--- src/rtl/core_rf_pkg.sv ---
// Shared defaults, FSM state encoding and the hard-wired zero register address
// for the ID-stage register file with load scoreboard.
package core_rf_pkg;

    localparam int DATA_W_DEF = 32;
    localparam int ADDR_W_DEF = 5;
    localparam int NUM_RD_DEF = 2;

    localparam int ZERO_REG = 0;

    typedef enum logic [1:0] {
        ST_RST  = 2'd0,
        ST_INIT = 2'd1,
        ST_RUN  = 2'd2
    } rf_state_e;

endpackage

--- src/rtl/core_rf_rd_port.sv ---
// One combinational read port: zero register, write-back bypass (port 0 over port 1)
// and the post-edge view of the pending bit.
module core_rf_rd_port
    import core_rf_pkg::*;
#(
    parameter int DATA_W = DATA_W_DEF,
    parameter int ADDR_W = ADDR_W_DEF
) (
    input  logic              active,
    input  logic [ADDR_W-1:0] raddr,
    input  logic              wen0,
    input  logic [ADDR_W-1:0] waddr0,
    input  logic [DATA_W-1:0] wdata0,
    input  logic              wen1,
    input  logic [ADDR_W-1:0] waddr1,
    input  logic [DATA_W-1:0] wdata1,
    input  logic              set_pend,
    input  logic [ADDR_W-1:0] pend_addr,
    input  logic [DATA_W-1:0] arr_data,
    input  logic              arr_pend,
    output logic [DATA_W-1:0] rdata,
    output logic              rbusy
);

    logic is_zero;
    logic hit0;
    logic hit1;
    logic hitp;

    assign is_zero = (raddr == ADDR_W'(ZERO_REG));
    assign hit0    = wen0 && (waddr0 == raddr);
    assign hit1    = wen1 && (waddr1 == raddr);
    assign hitp    = set_pend && (pend_addr == raddr);

    always_comb begin
        rdata = '0;
        rbusy = 1'b0;
        if (active && !is_zero) begin
            if (hit0) begin
                rdata = wdata0;
            end else if (hit1) begin
                rdata = wdata1;
            end else begin
                rdata = arr_data;
            end
            // a same-cycle set beats the clear from any write
            if (hitp) begin
                rbusy = 1'b1;
            end else if (hit0 || hit1) begin
                rbusy = 1'b0;
            end else begin
                rbusy = arr_pend;
            end
        end
    end

endmodule

--- src/rtl/core_id_regfile_sb.sv ---
// ID-stage register file: NUM_RD bypassed read ports, write-back and load-return
// write ports, per-register pending bits, and a hardware zeroing sweep after reset.
//
// state | meaning
// RST   | reset asserted, sweep counter held at 0, all ports inert
// INIT  | zeroing reg[cnt] and pend[cnt] one index per cycle
// RUN   | normal operation, init_done high
module core_id_regfile_sb
    import core_rf_pkg::*;
#(
    parameter int DATA_W = DATA_W_DEF,
    parameter int ADDR_W = ADDR_W_DEF,
    parameter int NUM_RD = NUM_RD_DEF
) (
    input  logic                     clk,
    input  logic                     rst,
    output logic                     init_done,
    input  logic [NUM_RD*ADDR_W-1:0] raddr,
    output logic [NUM_RD*DATA_W-1:0] rdata,
    output logic [NUM_RD-1:0]        rbusy,
    input  logic                     wen0,
    input  logic [ADDR_W-1:0]        waddr0,
    input  logic [DATA_W-1:0]        wdata0,
    input  logic                     wen1,
    input  logic [ADDR_W-1:0]        waddr1,
    input  logic [DATA_W-1:0]        wdata1,
    input  logic                     set_pend,
    input  logic [ADDR_W-1:0]        pend_addr
);

    localparam int DEPTH = 2 ** ADDR_W;

    rf_state_e         state_q;
    rf_state_e         state_d;
    logic [ADDR_W-1:0] cnt_q;
    logic              run;
    logic              sweep;
    logic              sweep_last;
    logic              we0;
    logic              we1;
    logic              sp;

    logic [DATA_W-1:0] regs [DEPTH];
    logic [DEPTH-1:0]  pend_q;

    assign run        = (state_q == ST_RUN);
    assign sweep      = (state_q == ST_INIT);
    assign sweep_last = (cnt_q == ADDR_W'(DEPTH - 1));
    assign init_done  = run;

    // register 0 is never written nor marked, so its array slot stays zero
    assign we0 = run && wen0 && (waddr0 != ADDR_W'(ZERO_REG));
    assign we1 = run && wen1 && (waddr1 != ADDR_W'(ZERO_REG));
    assign sp  = run && set_pend && (pend_addr != ADDR_W'(ZERO_REG));

    always_ff @(posedge clk) begin
        if (!rst) begin
            state_q <= ST_RST;
            cnt_q   <= '0;
        end else begin
            state_q <= state_d;
            if (sweep) begin
                cnt_q <= cnt_q + ADDR_W'(1);
            end
        end
    end

    always_comb begin
        state_d = state_q;
        case (state_q)
            ST_RST:  state_d = ST_INIT;
            ST_INIT: if (sweep_last) state_d = ST_RUN;
            ST_RUN:  state_d = ST_RUN;
            default: state_d = ST_RST;
        endcase
    end

    // port 0 is written last so it wins an address collision
    always_ff @(posedge clk) begin
        if (rst) begin
            if (sweep) begin
                regs[cnt_q] <= '0;
            end else begin
                if (we1) regs[waddr1] <= wdata1;
                if (we0) regs[waddr0] <= wdata0;
            end
        end
    end

    always_ff @(posedge clk) begin
        if (rst) begin
            if (sweep) begin
                pend_q[cnt_q] <= 1'b0;
            end else begin
                if (we0) pend_q[waddr0] <= 1'b0;
                if (we1) pend_q[waddr1] <= 1'b0;
                if (sp)  pend_q[pend_addr] <= 1'b1;
            end
        end
    end

    for (genvar i = 0; i < NUM_RD; i++) begin : g_rd
        logic [ADDR_W-1:0] ra;

        assign ra = raddr[i*ADDR_W +: ADDR_W];

        core_rf_rd_port #(
            .DATA_W(DATA_W),
            .ADDR_W(ADDR_W)
        ) u_rd (
            .active   (run),
            .raddr    (ra),
            .wen0     (we0),
            .waddr0   (waddr0),
            .wdata0   (wdata0),
            .wen1     (we1),
            .waddr1   (waddr1),
            .wdata1   (wdata1),
            .set_pend (sp),
            .pend_addr(pend_addr),
            .arr_data (regs[ra]),
            .arr_pend (pend_q[ra]),
            .rdata    (rdata[i*DATA_W +: DATA_W]),
            .rbusy    (rbusy[i])
        );
    end

endmodule

--- config.mk ---
export PLATFORM = sky130hd
export DESIGN_NAME = core_id_regfile_sb
export DESIGN_NICKNAME = d
export VERILOG_FILES = /design/src/rtl/core_rf_pkg.sv /design/src/rtl/core_rf_rd_port.sv /design/src/rtl/core_id_regfile_sb.sv
export SDC_FILE = /design/constraint.sdc
export NUM_CORES = 2
export LEC_CHECK = 0
export ABC_AREA = 1
export CAP_MARGIN = 5
export CELL_PAD_IN_SITES_DETAIL_PLACEMENT = 1
export CELL_PAD_IN_SITES_GLOBAL_PLACEMENT = 2
export CORE_MARGIN = 3
export CORE_UTILIZATION = 25
export CTS_CLUSTER_SIZE = 24
export DETAILED_ROUTE_END_ITERATION = 12
export GPL_TIMING_DRIVEN = 0
export PLACE_DENSITY = 0.63
export SKIP_CTS_REPAIR_TIMING = 1
export SLEW_MARGIN = 20
export SYNTH_ARGS = -nofsm -noshare
export SYNTH_HDL_FRONTEND = slang
export SYNTH_SLANG_ARGS = --single-unit
--- constraint.sdc ---
create_clock -name clk -period 3.89 [get_ports clk]
set_input_delay 0.389 -clock clk [delete_from_list [all_inputs] [get_ports clk]]
set_output_delay 0.389 -clock clk [all_outputs]
set_load 0.005 [all_outputs]
==> out/qor.yml <==
status:
  status: "finished with violations"
  violations: "negative setup slack"
routing:
  top_layer: "met5"
  drc: 0
  ant_nets: 0
  drtIter0Drc: 14600
  met2_length_mm: 283
  route.met3.wl_mm: 85.4
  routed_wl_mm: 714
  vias: 84700
  vias_per_cell: 6.30
  dr.pass1.iters: 6
  wl_met1_mm: 266
  wl_per_cell_um: 53.1
clock_tree:
  cts.clk_slew.worst_paths_ns: 0.05
  clockBufferDepth: 4
  numClockSinks: 1063
  cts_tree: "built"
  insertion_delay_ns: 0.92
  htree_levels: 4
  cts_root_buf: "clkbuf_16"
  numCtsBuffers: 155
power:
  p_sw_w: 0.0141
  clkPwrFrac_pct: 39.0
  power_density_nw_per_um2: 438
  p_seq_share_pct: 36.2
  max-vdd-ir-drop_mv: 0.389
  p_leak_nw: 33.4
  combPwrFrac_pct: 24.8
  swShare_pct: 37.9
  power_w: 0.0371
  p_int_w: 0.0231
floorplan:
  core_area_um2: 269000
  ioPinCount: 161
  die_area_um2: 277000
  die_x_um: 526
  rows: 190
  start_util_pct: 25.2
  die_y_um: 526
synthesis:
  synth_area_leaders: "edfxtp_1, nand2_1, nand3_1, o21ai_0, nor2_1"
  synth_warnings: 0
  ys_top_cells_by_count: "nand2_1, nand3_1, edfxtp_1"
  ys.flop_type: "edfxtp_1"
  async_reset_ff_share_pct: 0
  syn_inst: 9275
  syn_avg_cell_area_um2: 7.29
  synth_edf_count: 1056
  synth_seq_area_share_pct: 47.1
  yosysTopAreaCell: "edfxtp_1"
  netlist_area_um2: 67600
  synth_fp_nets: 9377
  yosysMostFrequentCell: "nand2_1"
  ys_ff_latch: 1063
  synthDistinctLibCells: 38
  yosysTopAreaCellShare_pct: 46.9
global_route:
  antenna_found_initial: 154
  grt_remaining_overflow: 0
  grt_usage_pct: 49.4
  grt_first_pass_wirelength_mm: 878
  grt_max_degree: 33
  grt_pass1_vias: 78200
setup_path:
  cp-start-kind: "primary input"
  end_kind: "output port"
  critPathMaxFanout: 10
  cp.required_ns: 3.50
  critPathKind: "in -> out"
  cp.arrival_ns: 3.75
final_layout:
  syn_to_final_growth_pct: 25.2
  fin_nets: 9810
  fin_cells: 13400
  layout-drive-gt1-share_pct: 13.9
  fin_area_um2: 84700
placement:
  place_ws_ns: -2.48
  port_buffers: 141
  dpl.hpwl_mm: 561
  place_area_um2: 76200
  dp.cells: 13100
  gp_congestion: 1.06
timing:
  hold_viol_final: 0
  finalSetupViolations: 139
  rsz0062_at_grt: "yes"
  hold_slack_ns: 0.107
  slew_viol_final: 0
  period_needed_ns: 4.14
  clock.fmax_mhz: 242
  fin_crit_sh_pct: 106
  clock_skew_ns: 0.0475
  tightestPinTransition_ns: 1.39
  setup_slack_ns: -0.246
  slew_headroom_pct: 7.30
flow_run:
  cap_violations: 0
hold_path:
  hold_class: "in -> reg"
-- registers in the layout, indices dropped and copies added, names as in the netlist --
register and count:
pend_q 32, cnt_q 5, regs 1024, state_q 2
-- worst max-delay path, stage by stage --
cell,delay [ns]
clkbuf_2,0.31
buf_8,0.28
buf_4,0.29
clkbuf_2,0.56
nand2_1,0.10
nand2_1,0.13
nand2_1,0.14
nand3_1,0.17
nand3_1,0.09
nand2_1,0.20
a21oi_1,0.13
nor2_4,0.27
clkdlybuf4s50_1,0.58
-- metrics by stage --
step / util, % / TNS (ns)
final: 31.5 / -9.07
after floorplan: - / 0
after detailed placement: 28.4 / -1143.41
after global placement: 27.3 / -5446.58
after CTS: 30.1 / -774.84
after global routing: 31.5 / -0.472
-- worst paths after layout --
kind,from,end,slack [ns],depth (start not counted)
worst max register to register,state_q[0]$_SDFFE_PN0P_,regs[11][25]$_DFFE_PP_,-0.14,12
worst min-delay path,pend_addr[1],pend_q[3]$_DFFE_PP_,0.11,3
worst min register to register,state_q[1]$_SDFFE_PN0P_,state_q[1]$_SDFFE_PN0P_,0.55,2
worst max-delay path,raddr[5],rdata[49],-0.25,13
-- layout make-up --
| cell class | instances | area [um^2] |
|---|---|---|
| fill | 32100 | 184000 |
| multi-input combinational | 6937 | 32500 |
| sequential | 1063 | 31900 |
| buffer | 843 | 5180 |
| tap | 3552 | 4440 |
| timing repair buffer | 272 | 4130 |
| clock buffer | 192 | 4040 |
| inverter | 436 | 1680 |
| clock inverter | 80 | 667 |
| antenna | 65 | 163 |
-- placed cells by master, fill, tap and decap left out, types with 15 or more instances in the layout --
cell             instances
a21oi_1                329
a21oi_2                 26
a21oi_4                 15
buf_12                  55
buf_16                  55
buf_2                  200
buf_4                   89
buf_6                   59
buf_8                   26
clkbuf_1               208
clkbuf_16              157
clkbuf_2               214
clkbuf_4                96
clkdlybuf4s50_1        106
clkinv_1                57
clkinv_2                26
diode_2                 65
dlymetal6s2s_1          33
edfxtp_1              1056
inv_1                  383
inv_2                   17
nand2_1               3297
nand2_4                 22
nand2_8                 20
nand3_1               1040
nand3_2                 62
nand3_4                 23
nor2_1                 478
nor2_2                  62
nor2_4                  52
o211ai_1                82
o21ai_0               1044
o21ai_1                 58
o22ai_1                208
or2_2                   35
xnor2_1                 15
-- cells by family after synthesis --
group	Yosys count	synth area share, %
AOI/OAI and AO/OA	1770	13.8
xor gates and xnor gates	25	0.324
adders and majority gates	8	0.148
buffers and inverters	1279	7.59
DFF	1063	47.1
and+or+nand+nor	5130	31.0
-- layer usage --
| metal | track usage [%] | vias up |
|---|---|---|
| met2 | 69.0 | 7014 |
| met3 | 14.0 | 1852 |
| li1 | - | 32200 |
| met4 | 44.4 | 26 |
| met5 | 0 | - |
| met1 | 61.6 | 43600 |
-- power groups by stage --
| stage | sequential, W | combinational [W] | clock [W] |
|---|---|---|---|
| finish | 0.0134 | 0.00921 | 0.0145 |
| global route | 0.0134 | 0.00911 | 0.0147 |
| CTS | 0.0134 | 0.00823 | 0.0143 |
| detailed placement | 0.0137 | 0.00821 | 0 |
| global placement | 0.0137 | 0.00791 | 0 |
| floorplan | 0.0134 | 0.00308 | 0 |
Power figures use the tool's default switching activity.
